File: config.mk
export PLATFORM = sky130hd
export DESIGN_NAME = pc_unit
export DESIGN_NICKNAME = d
export VERILOG_FILES = /design/src/rtl/pc_unit.sv
export SDC_FILE = /design/constraint.sdc
export NUM_CORES = 1
export LEC_CHECK = 0
export BUFFER_PORTS_ARGS = -buffer_cell sky130_fd_sc_hd__clkbuf_2
export CORE_MARGIN = 4
export CORE_UTILIZATION = 25
export CTS_CLUSTER_SIZE = 14
export DETAILED_ROUTE_END_ITERATION = 12
export GPL_ROUTABILITY_DRIVEN = 0
export PLACE_DENSITY = 0.43
export SYNTH_ARGS = -nofsm -noshare
export SYNTH_HDL_FRONTEND = slang
export SYNTH_SLANG_ARGS = --single-unit
File: constraint.sdc
create_clock -name clk -period 2.3 [get_ports clk]
set_input_delay 0 -clock clk [delete_from_list [all_inputs] [get_ports clk]]
set_output_delay 0 -clock clk [all_outputs]
set_load 0.03 [all_outputs]
File: src/rtl/pc_unit.sv
// rtl/pc_unit.sv - fetch PC with inc/branch/JALR/return select and circular return-address stack
// Optional PC_MISALIGN_TRAP_EN: redirects misaligned next-PC targets to TRAP_VECTOR and pulses misalign.
module pc_unit #(
  parameter int                       ADDRESS_WIDTH = 32,
  parameter logic [ADDRESS_WIDTH-1:0] RESET_VECTOR  = 32'h0000_0000,
`ifdef PC_MISALIGN_TRAP_EN
  parameter logic [ADDRESS_WIDTH-1:0] TRAP_VECTOR   = 32'h0000_0100,
`endif
  parameter int                       IMM_SHIFT     = 1,
  parameter int                       RAS_DEPTH     = 4
) (
  input  logic                         clk,
  input  logic                         rst,
  input  logic                         stall,
  input  logic [1:0]                   PCsrc,
  input  logic                         link,
  input  logic [ADDRESS_WIDTH-1:0]     ImmOp,
  input  logic [ADDRESS_WIDTH-1:0]     rs1,
  output logic [ADDRESS_WIDTH-1:0]     PC,
  output logic [ADDRESS_WIDTH-1:0]     inc_PC,
  output logic [$clog2(RAS_DEPTH):0]   ras_count,
`ifdef PC_MISALIGN_TRAP_EN
  output logic                         misalign,
`endif
  output logic                         ras_underflow
);

  localparam int PTR_W = $clog2(RAS_DEPTH);
  localparam int CNT_W = PTR_W + 1;
  localparam logic [CNT_W-1:0] CNT_MAX = CNT_W'(RAS_DEPTH);

  logic [ADDRESS_WIDTH-1:0] pc_q, pc_d;
  logic [ADDRESS_WIDTH-1:0] ras_q [RAS_DEPTH];
  logic [ADDRESS_WIDTH-1:0] ras_d [RAS_DEPTH];
  logic [PTR_W-1:0]         ptr_q, ptr_d;
  logic [CNT_W-1:0]         cnt_q, cnt_d;
  logic                     underflow_q, underflow_d;
`ifdef PC_MISALIGN_TRAP_EN
  logic                     misalign_q, misalign_d;
`endif

  logic [ADDRESS_WIDTH-1:0] branch_pc;
  logic [ADDRESS_WIDTH-1:0] jalr_pc;
  logic [ADDRESS_WIDTH-1:0] next_pc;
  logic [PTR_W-1:0]         ptr_inc;
  logic                     push;
  logic                     pop;

  assign inc_PC = pc_q + ADDRESS_WIDTH'(4);

  always_comb begin
    branch_pc = pc_q + (ImmOp << IMM_SHIFT);
    jalr_pc   = (rs1 + ImmOp) & ~ADDRESS_WIDTH'(1);
    ptr_inc   = ptr_q + PTR_W'(1);
    push      = link && (PCsrc == 2'b01 || PCsrc == 2'b10);
    pop       = (PCsrc == 2'b11) && (cnt_q != '0);

    case (PCsrc)
      2'b01:   next_pc = branch_pc;
      2'b10:   next_pc = jalr_pc;
      2'b11:   next_pc = pop ? ras_q[ptr_q] : inc_PC;
      default: next_pc = inc_PC;
    endcase

    pc_d        = pc_q;
    ras_d       = ras_q;
    ptr_d       = ptr_q;
    cnt_d       = cnt_q;
    underflow_d = 1'b0;
`ifdef PC_MISALIGN_TRAP_EN
    misalign_d  = 1'b0;
`endif

    if (!stall) begin
      pc_d        = next_pc;
      underflow_d = (PCsrc == 2'b11) && (cnt_q == '0);
      // A push into a full stack wraps the pointer onto the oldest entry.
      if (push) begin
        ras_d[ptr_inc] = inc_PC;
        ptr_d          = ptr_inc;
        if (cnt_q != CNT_MAX) cnt_d = cnt_q + CNT_W'(1);
      end else if (pop) begin
        ptr_d = ptr_q - PTR_W'(1);
        cnt_d = cnt_q - CNT_W'(1);
      end
`ifdef PC_MISALIGN_TRAP_EN
      if (next_pc[1:0] != 2'b00) begin
        pc_d       = TRAP_VECTOR;
        misalign_d = 1'b1;
      end
`endif
    end
  end

  always_ff @(posedge clk) begin
    if (rst) begin
      pc_q        <= RESET_VECTOR;
      ptr_q       <= '0;
      cnt_q       <= '0;
      underflow_q <= 1'b0;
`ifdef PC_MISALIGN_TRAP_EN
      misalign_q  <= 1'b0;
`endif
      for (int i = 0; i < RAS_DEPTH; i++) ras_q[i] <= '0;
    end else begin
      pc_q        <= pc_d;
      ptr_q       <= ptr_d;
      cnt_q       <= cnt_d;
      underflow_q <= underflow_d;
`ifdef PC_MISALIGN_TRAP_EN
      misalign_q  <= misalign_d;
`endif
      ras_q       <= ras_d;
    end
  end

  assign PC            = pc_q;
  assign ras_count     = cnt_q;
  assign ras_underflow = underflow_q;
`ifdef PC_MISALIGN_TRAP_EN
  assign misalign      = misalign_q;
`endif

endmodule

Word-level counts from Yosys, hierarchy flattened
Index checks and enable logic that the tools add are counted.

storage, ports and cells
  logic and storage cells = 51
  output and inout port bits = 68
  input bits = 70
  bits in registers = 166

cells by class
  reductions and logical operators = 12
  mux-type cells = 13
  magnitude comparators = 3
  bitwise operators = 3
  eq/ne operators = 5
  $add $sub $neg = 7

operators by type and width
  kind                   number
  $bwmux 128             1
  $mux 32                4
  $pmux 32 s3            1
  $add 32x32->32         2
  $bmux 32 s2            1
  $demux 32 s2           1
  $add 32x3->32 const B  1
  $mux 3                 3
  $ge 3x3->1 const B     2
  $not 2->3              2
  $eq 2x2->1 const B     2
  $logic_and 1x1->1      4
  $mux 2                 2
  $reduce_and 2->1       2
  $add 3x1->3 const B    1
  $logic_not 3->1        1
  $lt 3x1->1 const B     1
  $ne 3x3->1 const B     1
  $reduce_and 3->1       1
  $reduce_bool 3->1      1
  $sub 3x1->3 const B    1
  $add 2x1->2 const B    1
  $eq 2x1->1 const B     1
  $ne 2x1->1 const B     1
  5 further kinds        5

Longest topological paths before layout
Gate-level depths: netlist of run 1.

  word-level depth = 7
  depth in mapped cells = 11
  depth with buffers taken out = 10

Worst setup path before layout of run 1
Ideal clock, no wire load.

  kind = reg2reg
  from = register pc_q[7], in the netlist PC[7]
  to = register pc_q[18], in the netlist PC[18]
  path buffers = 1
  data arrival time = 2.618 ns
  period minus slack after synthesis = 2.750 ns
  stages on the path, launching flop included = 11
  setup slack = -0.450 ns
  cell sequence = dfxtp_1 ha_1 buf_6 a41o_1 a221oi_2 o22ai_1 or3_4 a21oi_1 xnor2_1 a221oi_2 nor3_1

on the way
  cells in the longest elaborated chain, start to end = 3

RTL lines
  item                      RTL line  text
  start: declaration        32        logic [ADDRESS_WIDTH-1:0] pc_q, pc_d;
  start signal: assignment  106       pc_q <= pc_d;
  $add 32x3->32             49        assign inc_PC = pc_q + ADDRESS_WIDTH'(4);
  $mux 32                   61        2'b11: next_pc = pop ? ras_q[ptr_q] : inc_PC;
  $pmux 32 s3 (*)           58        case (PCsrc)

Mark *: on every way between the ends. The rest lies on a longest branch, timed or not.
A chain may end at the register's enable or synchronous reset.

Worst setup path in the final report of run 1
  from = register pc_q[8], in the netlist PC[8]
  to = register pc_q[28], in the netlist PC[28]

Same word-level chain as after synthesis.

==> results by group, run 1 <==
Global route
  • Remaining Overflow, GRT: 0
  • Initial antenna violation count: 1
  • GRT Util Overall: 0.177
  • Vias in the first global route: 12.1k
  • First-pass GRT wire length: 70600 µm
  • Largest net degree at the start of global routing: 70

Routing
  • Detail Route Antenna Nets: 0
  • DR DRC count: 0
  • Vias: 12.3k
  • Via density: 5.05
  • Initial drt markers: 772
  • Wirelength, routed: 46500 µm
  • Drt pass-1 iters: 5
  • WL/cell: 19.0 µm

Placed design
  • Placement Setup Slack: -0.354 ns
  • Inst Count DP: 2342
  • Port buffer count: 137
  • Post-DP HPWL: 35300 µm

Cells and area
  • Layout cells sized above 1: 0.393
  • Fin util: 0.372
  • Area grow syn2layout: 46.8%
  • Non-filler cells, final: 2443
  • Most common cell after layout, fill and taps aside: buf_4
  • Commonest cells after routing, fill and taps aside: 278 x buf_4, 178 x nor2_1, 142 x dfxtp_1, 121 x a211oi_1, 116 x clkbuf_2
  • NumNets Final: 1964

Pwr
  • Combinational power share: 0.357
  • Sequential share of power: 0.331
  • Switching Fraction: 0.348
  • Int Pwr: 6040 µW
  • PnR Total Power: 9260 µW
  • Peak supply drop: 0.000496 V
  • Leak: 0.00714 µW
  • Cell Pwr Density: 534 nW/µm²
  • Clk pwr share: 0.313
  • Psw: 3220 µW

Setup path
  • Critical path fanouts, max: 5
  • CP Class: flip-flop to flip-flop
  • CP Data Required Time: 2.59 ns
  • Arr. time, crit path: 2.80 ns
  • Crit end category: flip-flop
  • CP startpoint kind: flip-flop

CTS
  • Worst-skew pair later-pin latency: 0.45 ns
  • H-tree lvl count: 4
  • CTS tree: done
  • CTS Sinks: 166
  • CTS clk-pin slew, worst paths: 0.07 ns
  • Cts bufs inserted: 17
  • Max clock buf depth: 2
  • Root Buffer: clkbuf_16

Synthesis
  • Post-synthesis compound-gate area fraction: 0.273
  • Syn avg cell area: 8.15 µm²
  • Sequential element share of the synthesized area: 0.282
  • Synth Area in Adders: 0.0783
  • EDFF count, synth: 0
  • Async SR Flop Fraction: 0
  • Top cell type's share of synthesized area: 0.282
  • Post-synthesis mux area share: 0.0733
  • Simple-gate area share of the yosys netlist: 0.182
  • Yosys cell types: 90
  • Synth Register Bits: 166
  • Yosys top cell by area: dfxtp_1
  • Top FF cell, synth: dfxtp_1
  • Main combinational cell family by area after synthesis: compound AO/OA/AOI/OAI gates
  • Area contributors post-synth: dfxtp_1 28%, a211oi_1 7.9%, ha_1 7.3%
  • Synthesized area: 11800 µm²
  • Synthesized instance count: 1448
  • Post-Syn Nets: 1590
  • Synth Area in XOR/XNOR: 0.0533
  • Yosys warnings: 0

STA
  • RSZ-0062 raised after global routing: yes
  • Final worst path period share: 1.09
  • Slew Viols, Final: 0
  • Clock Skew: 0.0113 ns
  • Slew @ Worst Pin: 0.893 ns
  • Fmax achieved: 0.399 GHz
  • Minimum clock period: 2.51 ns
  • # setup viols final: 30
  • Slew headroom: 0.405
  • Fin. Hold Viols: 0
  • Fin worst setup slack: -0.209 ns
  • WHS: 0.0557 ns

Status
  • Status: finished, violations left
  • Failing checks: negative setup slack

Floorplan
  • DIE HEIGHT: 225 µm
  • Num rows: 79
  • Die area: 50700 µm²
  • Die Wd: 225 µm
  • CORE AREA: 46600 µm²
  • # IOs: 138
  • Initial Util: 0.253

Run
  • Max-Cap Viols: 0

Worst hold path
  • Hold crit path type: primary input to flip-flop
per-layer routing:
| metal | routed length (µm) | global-route usage | vias to the layer above |
|---|---|---|---|
| met3 | 2160 | 0.0236 | 53 |
| li1 | - | - | 6071 |
| met5 | 0 | 0 | - |
| met2 | 20800 | 0.276 | 327 |
| met4 | 1110 | 0.0558 | 0 |
| met1 | 22500 | 0.255 | 5880 |
cell usage after synthesis, types with 7 or more instances:
master / n
o211ai_1: 8
a211oi_1: 124
a21o_1: 30
a221oi_1: 13
mux2i_1: 11
clkbuf_1: 89
nand4_1: 25
nand2b_1: 8
ha_1: 69
o22ai_1: 7
xor2_1: 32
inv_1: 65
nor3_1: 21
or3_1: 10
nand2_1: 107
nor2_1: 184
and2_1: 10
and3_1: 12
dfxtp_1: 166
a31oi_1: 24
nand3_1: 29
o21bai_1: 14
mux4_2: 32
o21ai_0: 54
and4_1: 8
buf_2: 15
a21oi_1: 111
xnor2_1: 38
critical path, stage by stage, from the launching register on:
cell and delay [ns]:
dfxtp_4 0.36, ha_4 0.23, a41o_1 0.22, a221oi_2 0.37, o22ai_2 0.19, o31ai_2 0.24, buf_4 0.19, a21boi_4 0.07
or3_1 0.33, nand3_2 0.09, a221oi_2 0.05
per-stage QoR:
step / cell area, µm² / TNS [ns]
finish: 17300 / -3.08
global route: 17300 / -6.03
CTS: 16700 / -2.24
detailed placement: 15200 / -4.52
global placement: 15200 / -4.05
floorplan: 12000 / -0.352
power groups by stage:
stage / Combinational, µW / Clock (µW) / Sequential, µW
final: 3300 / 2890 / 3060
after global routing: 3570 / 3080 / 3070
after CTS: 3150 / 2980 / 3060
after detailed placement: 2930 / 0 / 3120
after global placement: 2940 / 0 / 3120
after floorplan: 1570 / 0 / 3220
logic make-up after synthesis:
group	after synthesis
AO/OA/AOI/OAI	463
XOR/XNOR	71
adder cells (fa/ha/maj)	72
buffers and inverters	177
flip-flops	166
multiplexers	46
AND/OR/NAND/NOR	453
state kept, by name (all words and copies together), names as in the netlist:
name,flops
ras_count,3
PC,32
ras_q,128
ptr_q,2
ras_underflow,1
area by class of cell:
cell class,instances,area (µm²)
fill,4761,29200
multi-input combinational,1105,8640
timing repair buffer,467,3690
sequential,166,3390
tap,607,759
clock buffer,20,467
inverter,65,264
clock inverter,12,116
antenna,1,2.50
path summary, 6_finish.rpt:
check        startpoint  slack (ns)        to  cells past startpoint
min               stall        0.06  ptr_q[1]                      4
min reg2reg    ras_q[3]        0.46  ras_q[3]                      2
max               PC[8]       -0.21    PC[28]                     10
max reg2reg       PC[8]       -0.21    PC[28]                     10
repair_timing:
item	4_1_cts	5_1_grt
pin swaps	47	58
hold endpoints to repair	1	0
hold buffers	2	0
resized for setup	147	107
setup endpoints to repair	46	46
buffers inserted	41	27
Note: power is estimated with default switching activity, not from simulation.
==> run 2: changes to the inputs <==
--- a/config.mk
+++ b/config.mk
@@ -11,7 +11,7 @@
 export CTS_CLUSTER_SIZE = 14
 export DETAILED_ROUTE_END_ITERATION = 12
 export GPL_ROUTABILITY_DRIVEN = 0
-export PLACE_DENSITY = 0.43
+export PLACE_DENSITY = 0.42
 export SYNTH_ARGS = -nofsm -noshare
 export SYNTH_HDL_FRONTEND = slang
 export SYNTH_SLANG_ARGS = --single-unit
==> constraint.sdc (replaced) <==
create_clock -name clk -period 2.95 [get_ports clk]
set_input_delay 0 -clock clk [delete_from_list [all_inputs] [get_ports clk]]
set_output_delay 0 -clock clk [all_outputs]
set_load 0.03 [all_outputs]
==> results by group, run 2 (synthesis gave the netlist of run 1 again) <==
CTS
  • Cts bufs inserted: 17
  • CTS tree: done
  • Max clock buf depth: 2
  • CTS Sinks: 166
  • Root Buffer: clkbuf_16
  • Worst-skew pair later-pin latency: 0.44 ns
  • H-tree lvl count: 4
  • CTS clk-pin slew, worst paths: 0.07 ns

Setup path
  • CP startpoint kind: flip-flop
  • R2r startpoint: PC[7]
  • Arr. time, crit path: 3.19 ns
  • CP max stage delay: 0.37 ns
  • CP top delay family: compound AO/OA/AOI/OAI gates
  • CP Data Required Time: 3.32 ns
  • Critical path fanouts, max: 7
  • Crit end category: flip-flop
  • Crit-path cells: ha_1 > a41o_1 > a221oi_2 > o22ai_1 > nor2_1 > o41ai_1 > o41ai_2 > mux2_1 > a31oi_1
  • Worst Path Buf+Inv: 0
  • Worst R2R Setup Slack: 0.13 ns
  • Slowest cell on crit path: ha_1
  • CP Class: flip-flop to flip-flop
  • FF-to-FF End: PC[26]
  • FF-to-FF path depth: 9

Floorplan
  • Num rows: 79
  • DIE HEIGHT: 225 µm
  • Die area: 50700 µm²
  • Initial Util: 0.253
  • # IOs: 138
  • Die Wd: 225 µm
  • CORE AREA: 46600 µm²

STA
  • Slew headroom: 0.481
  • Setup TNS: 0 ns
  • Clock Skew: 0.0108 ns
  • Fmax achieved: 0.355 GHz
  • # setup viols final: 0
  • RSZ-0062 raised after global routing: no
  • Slew Viols, Final: 0
  • WHS: 0.0818 ns
  • Slew @ Worst Pin: 0.778 ns
  • Final worst path period share: 0.956
  • Fin. Hold Viols: 0
  • Minimum clock period: 2.82 ns

Routing
  • Via density: 5.19
  • DR DRC count: 0
  • Wirelength, routed: 43600 µm
  • Drt pass-1 iters: 5
  • Vias: 11.4k
  • WL/cell: 19.8 µm
  • Detail Route Antenna Nets: 0
  • Initial drt markers: 842

Cells and area
  • Most common cell after layout, fill and taps aside: nor2_1
  • Area grow syn2layout: 20.1%
  • NumNets Final: 1719
  • Commonest cells after routing, fill and taps aside: 184 x nor2_1, 163 x dfxtp_1, 136 x clkbuf_2, 124 x a211oi_1, 110 x a21oi_1
  • Max reg flops: 128
  • Biggest register: ras_q
  • Layout cells sized above 1: 0.207
  • Final-layout fill cell count: 4976
  • Fin area: 14200 µm²

Global route
  • GRT Util Overall: 0.168
  • Initial antenna violation count: 1
  • First-pass GRT wire length: 66300 µm
  • Largest net degree at the start of global routing: 102
  • Remaining Overflow, GRT: 0
  • Vias in the first global route: 11.0k

Worst hold path
  • Hold crit path type: primary input to flip-flop
  • Worst Hold Path EP: PC[31]
  • Hold depth: 5
  • Hold Path Origin: ImmOp[30]

Pwr
  • Leak: 0.00568 µW
  • Peak supply drop: 0.000389 V
  • Cell Pwr Density: 476 nW/µm²

Placed design
  • Post-DP HPWL: 33500 µm
  • Port buffer count: 137
  • Placed cell area: 13500 µm²

Status
  • Status: complete, no violations

Run
  • Max-Cap Viols: 0
run 2: cell types whose count changed in the layout (fill, tap and decap cells not counted), moves of 10 or more:
cell      before  now
buf_8         10    0
xnor2_1       26   38
ha_1          56   69
buf_4        278   78
dfxtp_1      142  163
inv_2         13    0
inv_1         44   65
dfxtp_4       14    0
buf_6         40    0
clkbuf_2     116  136
ha_4          11    0
buf_12        18    6
run 2: final cells by class:
cell class                 count  area, µm²  share of cell area
sequential                   166       3330               0.235
antenna                        1       2.50            0.000177
clock inverter                11        174              0.0123
inverter                      65        244              0.0172
multi-input combinational   1105       7820               0.552
tap                          607        759              0.0536
timing repair buffer         222       1410              0.0992
clock buffer                  19        443              0.0313
run 2: worst max-delay path by stage:
| stage | startpoint | end | cells after the start |
|---|---|---|---|
| 3_3_place_gp | PC[2] | PC[26] | 9 |
| 3_5_place_dp | ImmOp[1] | PC[30] | 12 |
| 5_1_grt | PC[16] | PC[26] | 9 |
| 2_1_floorplan | PC[7] | PC[18] | 10 |
| 6_report | PC[7] | PC[26] | 9 |
| 4_1_cts | PC[2] | inc_PC[24] | 8 |
run 2: routing by layer:
layer | vias up | global-route usage | wire length (µm)
li1 | 5595 | - | -
met1 | 5467 | 0.241 | 21100
met2 | 297 | 0.266 | 19700
met3 | 48 | 0.0228 | 1870
met4 | 0 | 0.0430 | 847
met5 | - | 0 | 0
run 2: what timing repair did:
item                                    in CTS  in global routing
hold endpoints to repair                     2                  0
gates resized for setup                      0                  6
hold buffers                                 2                  0
setup buffers                                0                  2
endpoints found under the setup margin       0                  8
run 2: tightest hold or removal path: stages:
cell and delay, ns:
clkbuf_2 0.10, xor2_1 0.10, nor2_1 0.09, mux2i_1 0.08
a21oi_1 0.12
run 2: through the flow:
step | power (µW) | utilization | cells | setup slack, ns
CTS | 6820 | 0.303 | 2193 | 0.0144
global route | 7100 | 0.304 | 2195 | 0.00797
detailed placement | 4380 | 0.290 | 2161 | 0.0281
finish | 6750 | 0.304 | 2196 | 0.130
global placement | 4390 | 0.290 | 2161 | 0.0962
floorplan | 3700 | - | 1448 | 0.200
run 2: power by group:
part	switching, µW	internal (µW)
logic	1230	722
clock network	955	1440
registers	78.3	2320
